--- src/rtl/bit_stream_tx_pkg.sv ---
// Shared constants and state encoding for the LED bit-stream transmitter.
package bit_stream_tx_pkg;

    localparam int BST_WIDTH = 18;
    localparam int BST_LEN_W = 5;

    typedef enum logic [1:0] {
        IDLE  = 2'd0,
        SHIFT = 2'd1,
        DONE  = 2'd2
    } state_t;

endpackage

--- src/rtl/bit_stream_tx_counter.sv ---
// Bit index down-counter: load, decrement, hold, zero flag.
module bit_down_counter
    import bit_stream_tx_pkg::*;
#(
    parameter int LEN_W = BST_LEN_W
) (
    input  logic             clk1,
    input  logic             reset,
    input  logic             load,
    input  logic [LEN_W-1:0] load_val,
    input  logic             dec,
    output logic [LEN_W-1:0] count,
    output logic             zero
);

    // load wins over dec; neither asserted holds the count
    always_ff @(posedge clk1 or posedge reset) begin
        if (reset) begin
            count <= '0;
        end else if (load) begin
            count <= load_val;
        end else if (dec) begin
            count <= count - LEN_W'(1);
        end
    end

    assign zero = (count == '0);

endmodule

--- src/rtl/bit_stream_tx.sv ---
// Serialises a latched pattern MSB-first onto n, one bit per clk1 cycle.
// Define BIT_STREAM_TX_REPEAT_EN to add the repeat_en loop input.
module bit_stream_tx
    import bit_stream_tx_pkg::*;
#(
    parameter int WIDTH = BST_WIDTH,
    parameter int LEN_W = BST_LEN_W
) (
    input  logic             clk1,
    input  logic             reset,
    input  logic             start,
    input  logic [WIDTH-1:0] pattern,
    input  logic [LEN_W-1:0] len,
    input  logic             hold,
`ifdef BIT_STREAM_TX_REPEAT_EN
    // "repeat" is a reserved word, hence repeat_en
    input  logic             repeat_en,
`endif
    output logic             n,
    output logic             bit_valid,
    output logic             busy,
    output logic             done,
    output logic [LEN_W-1:0] bit_idx,
    output state_t           dbg_state
);

    // Stream handshake: a bit is transferred in every cycle where bit_valid=1.
    // hold sampled high on an edge freezes n/bit_idx and drops bit_valid for
    // the following cycle; the stream resumes with the next bit once hold=0.

    state_t           state_q, state_d;
    logic             n_q, n_d;
    logic             valid_q, valid_d;
    logic             busy_q, busy_d;
    logic             done_q, done_d;
    logic [WIDTH-1:0] pat_q;
    logic [LEN_W-1:0] len_q;
    logic             latch;
    logic             cnt_load, cnt_dec, cnt_zero;
    logic [LEN_W-1:0] cnt_load_val, count;
    logic [LEN_W-1:0] len_eff;
    logic             rep;

`ifdef BIT_STREAM_TX_REPEAT_EN
    assign rep = repeat_en;
`else
    assign rep = 1'b0;
`endif

    function automatic logic pick(input logic [WIDTH-1:0] v, input logic [LEN_W-1:0] i);
        logic [WIDTH-1:0] s;
        s = v >> i;
        return s[0];
    endfunction

    assign len_eff = (len > LEN_W'(WIDTH)) ? LEN_W'(WIDTH) : len;

    bit_down_counter #(.LEN_W(LEN_W)) u_cnt (
        .clk1     (clk1),
        .reset    (reset),
        .load     (cnt_load),
        .load_val (cnt_load_val),
        .dec      (cnt_dec),
        .count    (count),
        .zero     (cnt_zero)
    );

    always_comb begin
        state_d      = state_q;
        n_d          = 1'b0;
        valid_d      = 1'b0;
        done_d       = 1'b0;
        latch        = 1'b0;
        cnt_load     = 1'b0;
        cnt_dec      = 1'b0;
        cnt_load_val = len_eff - LEN_W'(1);
        case (state_q)
            IDLE: begin
                if (start && (len != '0)) begin
                    latch        = 1'b1;
                    cnt_load     = 1'b1;
                    cnt_load_val = len_eff - LEN_W'(1);
                    n_d          = pick(pattern, len_eff - LEN_W'(1));
                    valid_d      = 1'b1;
                    state_d      = SHIFT;
                end
            end
            SHIFT: begin
                if (hold) begin
                    n_d = n_q;
                end else if (cnt_zero) begin
                    if (rep) begin
                        cnt_load     = 1'b1;
                        cnt_load_val = len_q - LEN_W'(1);
                        n_d          = pick(pat_q, len_q - LEN_W'(1));
                        valid_d      = 1'b1;
                    end else begin
                        done_d  = 1'b1;
                        state_d = DONE;
                    end
                end else begin
                    cnt_dec = 1'b1;
                    n_d     = pick(pat_q, count - LEN_W'(1));
                    valid_d = 1'b1;
                end
            end
            DONE: begin
                state_d = IDLE;
            end
            default: begin
                state_d = IDLE;
            end
        endcase
        busy_d = (state_d != IDLE);
    end

    always_ff @(posedge clk1 or posedge reset) begin
        if (reset) begin
            state_q <= IDLE;
            n_q     <= 1'b0;
            valid_q <= 1'b0;
            busy_q  <= 1'b0;
            done_q  <= 1'b0;
            pat_q   <= '0;
            len_q   <= '0;
        end else begin
            state_q <= state_d;
            n_q     <= n_d;
            valid_q <= valid_d;
            busy_q  <= busy_d;
            done_q  <= done_d;
            if (latch) begin
                pat_q <= pattern;
                len_q <= len_eff;
            end
        end
    end

    assign n         = n_q;
    assign bit_valid = valid_q;
    assign busy      = busy_q;
    assign done      = done_q;
    assign bit_idx   = count;
    assign dbg_state = state_q;

endmodule

--- config.mk ---
export PLATFORM = sky130hd
export DESIGN_NAME = bit_stream_tx
export DESIGN_NICKNAME = d
export VERILOG_FILES = /design/src/rtl/bit_stream_tx_pkg.sv /design/src/rtl/bit_stream_tx_counter.sv /design/src/rtl/bit_stream_tx.sv
export SDC_FILE = /design/constraint.sdc
export NUM_CORES = 1
export LEC_CHECK = 0
export CAP_MARGIN = 10
export CORE_UTILIZATION = 50
export DETAILED_ROUTE_END_ITERATION = 16
export PLACE_DENSITY = 0.89
export RECOVER_POWER = 50
export SYNTH_ARGS = -nofsm -noshare
export SYNTH_HDL_FRONTEND = slang
export SYNTH_SLANG_ARGS = --single-unit
--- constraint.sdc ---
create_clock -name clk1 -period 4.05 [get_ports clk1]
set_clock_uncertainty 0.2 [all_clocks]
set_input_delay 0.405 -clock clk1 [delete_from_list [all_inputs] [get_ports clk1]]
set_output_delay 0.405 -clock clk1 [all_outputs]
set_load 0.01 [all_outputs]
==> key figures, run 1 <==
Outcome
  – Status: complete, no violations

Worst hold path
  – Hold Path Depth: 1
  – HP Start: pat_q[3]$_DFFE_PP0P_
  – Min-Delay Path Class: flop to flop

Floorplanning
  – # IOs: 38
  – Starting Density: between 50% and 60%
  – Die Width: 60.7 um
  – Chip height: roughly 60 um
  – Core Box Area: around 3200 sq um
  – Site row count: 20
  – Die area: roughly 3700 sq um

Global route
  – Congestion Overflow GR: 0
  – Initial antenna violation count: 0
  – Number of global-route vias before repair: roughly 1,400
  – Largest net degree at the start of global routing: 30
  – Gr usage total: 24.0%
  – First-pass GRT wire length: between 6000 and 7000 um

Yosys
  – Synth area leaders: dfrtp_1 (42%), mux2_1 (12%), mux4_1 (6.1%), mux4_2 (5.2%), nor2_1 (3.3%)
  – Top-count cell post-synth: dfrtp_1
  – Post-synthesis instance total: between 100 and 150
  – Register area share after synthesis: between 40 and 50%
  – Primary FF master, synth: dfrtp_1
  – Largest area contributor in the synthesized netlist: dfrtp_1
  – Ys Warns: 0
  – Syn Area/Cell: between 10 and 15 sq um
  – Synthesis-stage register bit count: 29
  – EDFF count, synth: 0
  – Post-synth top cells: dfrtp_1 (29), mux2_1 (18), nor2_1 (15)
  – Async S/R FF share, synth: between 90% and 100%
  – Distinct cells, synth: 40
  – Synth top area share: roughly 42%
  – Post-Syn Nets: about 180
  – Synth Cell Area: about 1700 sq um

Drt
  – First-pass DRT Iterations: 4
  – Detail Route Antenna Nets: 0
  – Post-Route WL: ~3800 um
  – DRC Markers: 0
  – Via count: 1,307
  – DR iter-0 viols: 73
  – DR WL/cell: approximately 16 um
  – DR vias/cell: between 5 and 6

Critical path
  – Critical path origin: len[3]
  – Setup crit end kind: flop
  – Slowest-stage cell, CP: a2111o_1
  – Crit path buf inv count: 2
  – CP peak stage delay: about 0.62 ns
  – Setup crit start kind: input pin
  – WP depth: 5
  – FF-to-FF Start: u_cnt.count[0]$_DFFE_PP0N_
  – Max FO, Critical Path: 16
  – Worst Path Required: 4.06 ns
  – CP Cell Sequence: clkdlybuf4s50_1 -> nor4_2 -> a2111o_1 -> buf_4 -> mux2_1
  – Cells on worst reg2reg path: 7
  – Cell family with most CP delay: buffers and inverters
  – Arrival time worst endpoint: 2.85 ns
  – WS Path Type: input pin to flop

Placement
  – RePlAce Congestion: around 0.84
  – Hpwl dp: slightly above 3000 um
  – Port bufs: 37

Final layout
  – Area of the multi-input gates: 918 sq um
  – Final #Nets: 217
  – Total inserted antenna cells: 0
  – Register Area: about 730 sq um
  – Area growth, synth to finish: 25.7%
  – # fillers: roughly 260
  – Share of cells above drive strength 1: between 10% and 20%

CTS
  – CTS tree: done
  – Clk sinks: 29
  – H-tree depth: 2
  – Setup Buffers After CTS: 0
  – Clock transition at path regs: ~0.080 ns
  – Clock Tree Buf Depth: 2
  – Clk_lat worst skew: around 0.34 ns
  – Hold-fix buffers, CTS: 0
  – Root Buffer: clkbuf_4
  – Num CTS Buffers: 5
  – Post_cts resized: 0

Timing
  – Max Fclk: roughly 350 MHz
  – Slew margin rel.: 29.8%
  – Final setup fails: 0
  – Crit path time final: approximately 2.8 ns
  – RSZ-0062 raised after global routing: no
  – Period utilization: 70.1%
  – Tightest Pin Transition: 1.05 ns
  – Min Hold Slack: 0.295 ns
  – Max-slew violation count: 0
  – Final hold vios: 0
  – Setup TNS Final: 0 ns

Power
  – P per Cell Area: 616 nW/um^2
  – Peak supply drop: about 0.00042 V
  – Leak Pwr: 0.920 nW

Flow run
  – MaxCap Viol Count: 0
==> where the power goes <==
group          internal, mW  total [mW]  switching (mW)
clock                0.0652       0.168           0.103
sequential            0.424       0.534           0.109
combinational         0.354       0.632           0.279
total                 0.843        1.33           0.491
==> worst reg2reg max path: cells and delay by family (launching register included) <==
family | cells | cell delay (ns)
mux | 2 | 0.65
buf+inv | 1 | 0.13
simple gates | 1 | 0.10
fa+ha+maj | 1 | 0.45
compound gates | 2 | 0.40
flops | 1 | 0.64
==> layer usage <==
metal	global-route usage, %	vias to the layer above	share of wire, %
met4	10.7	0	2.3
li1	-	619	-
met1	24.4	626	39
met5	0	-	0
met2	44.3	50	53
met3	8.10	12	5.7
==> layout make-up <==
class | instances | share of cell area (%)
Tap cell | 44 | 2.54
Multi-Input combinational cell | 104 | 42.4
Timing Repair Buffer | 38 | 17.4
Clock buffer | 5 | 1.73
Sequential cell | 29 | 33.5
Inverter | 9 | 1.56
Clock inverter | 3 | 0.809
==> stage by stage <==
stage / std cells / util (%) / setup WS, ns / area, sq um / power (mW)
2_1_floorplan: 148 / - / 1.64 / 1720 / 0.954
3_5_place_dp: 224 / 66.9 / 0.908 / 2110 / 1.18
3_3_place_gp: 224 / 66.9 / 1.05 / 2110 / 1.13
5_1_grt: 232 / 68.7 / 1.10 / 2170 / 1.43
4_1_cts: 232 / 68.7 / 1.26 / 2170 / 1.35
6_report: 232 / 68.7 / 1.21 / 2170 / 1.33
==> registers in the layout, summed over array words and instances, names as in the netlist <==
name         flops
pat_q           18
bit_valid        1
done             1
busy             1
n                1
dbg_state        2
u_cnt.count      5
==> worst paths after layout <==
path                       slack [ns]              endpoint
max in group asynchronous        2.45  pat_q[3]$_DFFE_PP0P_
min                              0.30  pat_q[3]$_DFFE_PP0P_
min reg2reg                      0.30  pat_q[3]$_DFFE_PP0P_
min in group asynchronous        0.55   bit_valid$_DFF_PP0_
max                              1.21  pat_q[0]$_DFFE_PP0P_
max reg2reg                      1.38         n$_DFFE_PP0P_
==> cells in the final DEF, fill, tap and decap left out, types with 2 or more instances in the layout <==
cell	count
xnor2_1	2
clkinv_2	2
inv_2	2
clkdlybuf4s50_1	31
mux4_1	4
mux2i_1	3
mux4_2	4
clkbuf_4	5
dfrtp_1	29
xor2_1	5
a21oi_1	4
mux2_1	18
mux2_2	2
o21ai_0	6
dlygate4sd3_1	6
nand2_1	8
nand3_1	2
inv_1	7
nor2_1	15
nor3b_1	3
nor3_1	7
ha_1	3
==> cell families (layout without fill, tap and decap cells) <==
group / after synthesis / after routing / synth area share [%]
AO/OA/AOI/OAI: 21 / 21 / 8.79
XOR/XNOR: 7 / 7 / 3.56
adder cells (fa/ha/maj): 3 / 3 / 2.18
buffers and inverters: 15 / 55 / 4.57
flip-flops: 29 / 29 / 42.1
multiplexers: 31 / 31 / 26.1
AND/OR/NAND/NOR: 42 / 42 / 12.6
No activity file was read; power rests on OpenSTA's default activity.
==> run 2, diff against run 1 <==
--- a/config.mk
+++ b/config.mk
@@ -6,9 +6,9 @@
 export NUM_CORES = 1
 export LEC_CHECK = 0
 export CAP_MARGIN = 10
-export CORE_UTILIZATION = 50
+export CORE_UTILIZATION = 45
 export DETAILED_ROUTE_END_ITERATION = 16
-export PLACE_DENSITY = 0.89
+export PLACE_DENSITY = 0.85
 export RECOVER_POWER = 50
 export SYNTH_ARGS = -nofsm -noshare
 export SYNTH_HDL_FRONTEND = slang
==> constraint.sdc (replaced) <==
create_clock -name clk1 -period 2.43 [get_ports clk1]
set_clock_uncertainty 0.2 [all_clocks]
set_input_delay 0.243 -clock clk1 [delete_from_list [all_inputs] [get_ports clk1]]
set_output_delay 0.243 -clock clk1 [all_outputs]
set_load 0.01 [all_outputs]
==> run 2 against run 1 <==
  * First-iteration DRC count shrank 38%
  * Cell count grew 12%
  * Sequential share of layout area shrank 3.2 points
  * Setup slack lost 1.1 ns
  * Register-to-register slack lost 1.2 ns
  * Count of clock-buffer cells in the layout grew 2
==> key figures, run 2 (synthesized netlist as in run 1, its figures left out) <==
Outcome
  – Status: complete, no violations

CTS
  – Clk_lat worst skew: about 0.29 ns
  – Clock transition at path regs: around 0.060 ns
  – Hold-fix buffers, CTS: 0
  – CTS tree: done
  – H-tree depth: 2
  – Clk sinks: 29
  – Num CTS Buffers: 5
  – Clock Tree Buf Depth: 2
  – Setup Buffers After CTS: 0
  – Root Buffer: clkbuf_8

Global route
  – Gr usage total: between 20% and 30%
  – First-pass GRT wire length: approximately 6600 um
  – Largest net degree at the start of global routing: 30
  – Number of global-route vias before repair: ~1,400
  – Congestion Overflow GR: 0
  – Initial antenna violation count: 0

Placement
  – Port bufs: 37
  – Post-DP Area: ~2300 sq um
  – RePlAce Congestion: between 0.8 and 0.9
  – Inst Count DP: roughly 250
  – Hpwl dp: roughly 2800 um
  – Place WS: -0.311 ns

Worst hold path
  – Worst hold path endpoint: pat_q[12]$_DFFE_PP0P_
  – Hold Path Depth: 1
  – HP Start: pat_q[12]$_DFFE_PP0P_
  – Min-Delay Path Class: flop to flop

Drt
  – DRC Markers: 0
  – First-pass DRT Iterations: 4
  – DR iter-0 viols: 45
  – DR vias/cell: around 5.3
  – Detail Route Antenna Nets: 0
  – DR WL/cell: 13.9 um
  – Post-Route WL: between 3000 and 4000 um
  – Via count: 1,383

Timing
  – Tightest Pin Transition: ~1.5 ns
  – Max Fclk: roughly 430 MHz
  – Crit path time final: between 2 and 2.5 ns
  – Max-slew violation count: 0
  – Slew margin rel.: less than 1%
  – RSZ-0062 raised after global routing: no
  – Final setup fails: 0
  – Final hold vios: 0
  – Period utilization: between 90% and 100%
  – Worst Slack Setup Final: 0.0819 ns

Final layout
  – Biggest register: pat_q
  – Largest register FFs: 18
  – Total inserted antenna cells: 0
  – Area of the multi-input gates: roughly 910 sq um
  – Cell area after layout: 2390 sq um
  – Most frequent cells in the layout: clkdlybuf4s50_1 (30), dfrtp_1 (29), buf_4 (23)
  – # fillers: approximately 290
  – Most common cell after layout, fill and taps aside: clkdlybuf4s50_1
  – Share of cells above drive strength 1: a little over a fifth
  – Final #Nets: between 200 and 250
  – Register Area: ~730 sq um
  – Area growth, synth to finish: 39.0%
  – Post-Layout Cell Count: 259

Floorplanning
  – Die Width: between 60 and 70 um
  – Site row count: 22
  – Starting Density: a little under half
  – Die area: a little over 4000 sq um
  – Chip height: approximately 64 um
  – # IOs: 38
  – Core Box Area: about 3700 sq um

Critical path
  – Reg2reg setup slack: 0.15 ns
  – RR Endpoint: n$_DFFE_PP0P_
  – Cells on worst reg2reg path: 7
  – Arrival time worst endpoint: 2.32 ns
  – Setup crit end kind: flop
  – WS Path Type: input pin to flop
  – Setup crit start kind: input pin
  – Max FO, Critical Path: 4
  – Worst Path Required: between 2 and 2.5 ns
  – FF-to-FF Start: u_cnt.count[1]$_DFFE_PP0N_

Power
  – Share of total power in sequential cells: approximately a third
  – Clock power share: between 20% and 30%
  – Total power: approximately 2.5 mW
  – Peak supply drop: between 0.0005 and 0.0006 V
  – NetSw: 0.817 mW
  – Combinational power share: between 40% and 50%
  – Switch share: between 30 and 40%
  – Internal Pwr Total: between 1.5 and 2 mW
  – Leak Pwr: 1.05 nW
  – P per Cell Area: ~1100 nW/um^2

Flow run
  – MaxCap Viol Count: 0
[run 2: cell types whose count changed in the layout (fill, tap and decap cells not counted), sizes merged]
cell,change
buf,+22
clkbuf,+3
clkinv,-2
dlygate4sd2,+2
bufinv,+1
clkdlybuf4s50,-1
clkinvlp,-1
dlygate4sd3,-1
[run 2: worst max-delay path: stages]
cell	delay, ns
clkdlybuf4s50_1	0.53
buf_4	0.16
nor2_1	0.05
ha_1	0.29
inv_2	0.08
mux4_2	0.50
o21ai_0	0.11
o211ai_1	0.11
a22o_1	0.24
[run 2: repair_timing]
item                       CTS  global route
setup endpoints to repair    1             1
pin swaps                    1             0
resized for setup            2             1
[run 2: per-stage QoR]
stage | utilization [%] | setup TNS (ns) | hold WS (ns)
finish | 65.4 | 0 | 0.283
detailed placement | 62.5 | -0.668 | 0.277
floorplan | - | 0 | 0.116
global placement | 62.5 | -0.228 | 0.269
global route | 65.4 | 0 | 0.302
CTS | 65.6 | 0 | 0.142
[run 2: per-layer routing]
metal / GRT usage [%] / vias to the layer above / share of wire, %
li1: - / 664 / -
met1: 27.1 / 667 / 44
met5: 0 / - / 0
met2: 35.4 / 44 / 49
met4: 8.52 / 0 / 1.8
met3: 4.64 / 8 / 5.0
[run 2: area by class of cell]
type                            count  area share (%)
Inverter                            9            1.41
Clock buffer                        7            3.61
Tap cell                           48            2.51
Multi-Input combinational cell    104            38.2
Clock inverter                      1            1.25
Sequential cell                    29            30.3
Timing Repair Buffer               61            22.7
[run 2: worst max path at each step]
stage,to,slack (ns),cells after the start,start
6_report,n$_DFFE_PP0P_,0.08,9,len[1]
5_1_grt,n$_DFFE_PP0P_,0.003,9,u_cnt.count[1]$_DFFE_PP0N_
4_1_cts,n$_DFFE_PP0P_,0.02,9,len[1]
3_5_place_dp,n$_DFFE_PP0P_,-0.31,10,len[2]
3_3_place_gp,n$_DFFE_PP0P_,-0.22,9,len[3]
2_1_floorplan,n$_DFFE_PP0P_,0.07,8,u_cnt.count[0]$_DFFE_PP0N_
[run 2: power by group through the flow]
stage / sequential, mW / clock, mW / combinational, mW
finish: 0.845 / 0.517 / 1.18
global route: 0.878 / 0.555 / 1.30
CTS: 0.845 / 0.524 / 1.20
detailed placement: 0.854 / 0 / 1.20
global placement: 0.839 / 0 / 1.17
floorplan: 0.851 / 0 / 0.739
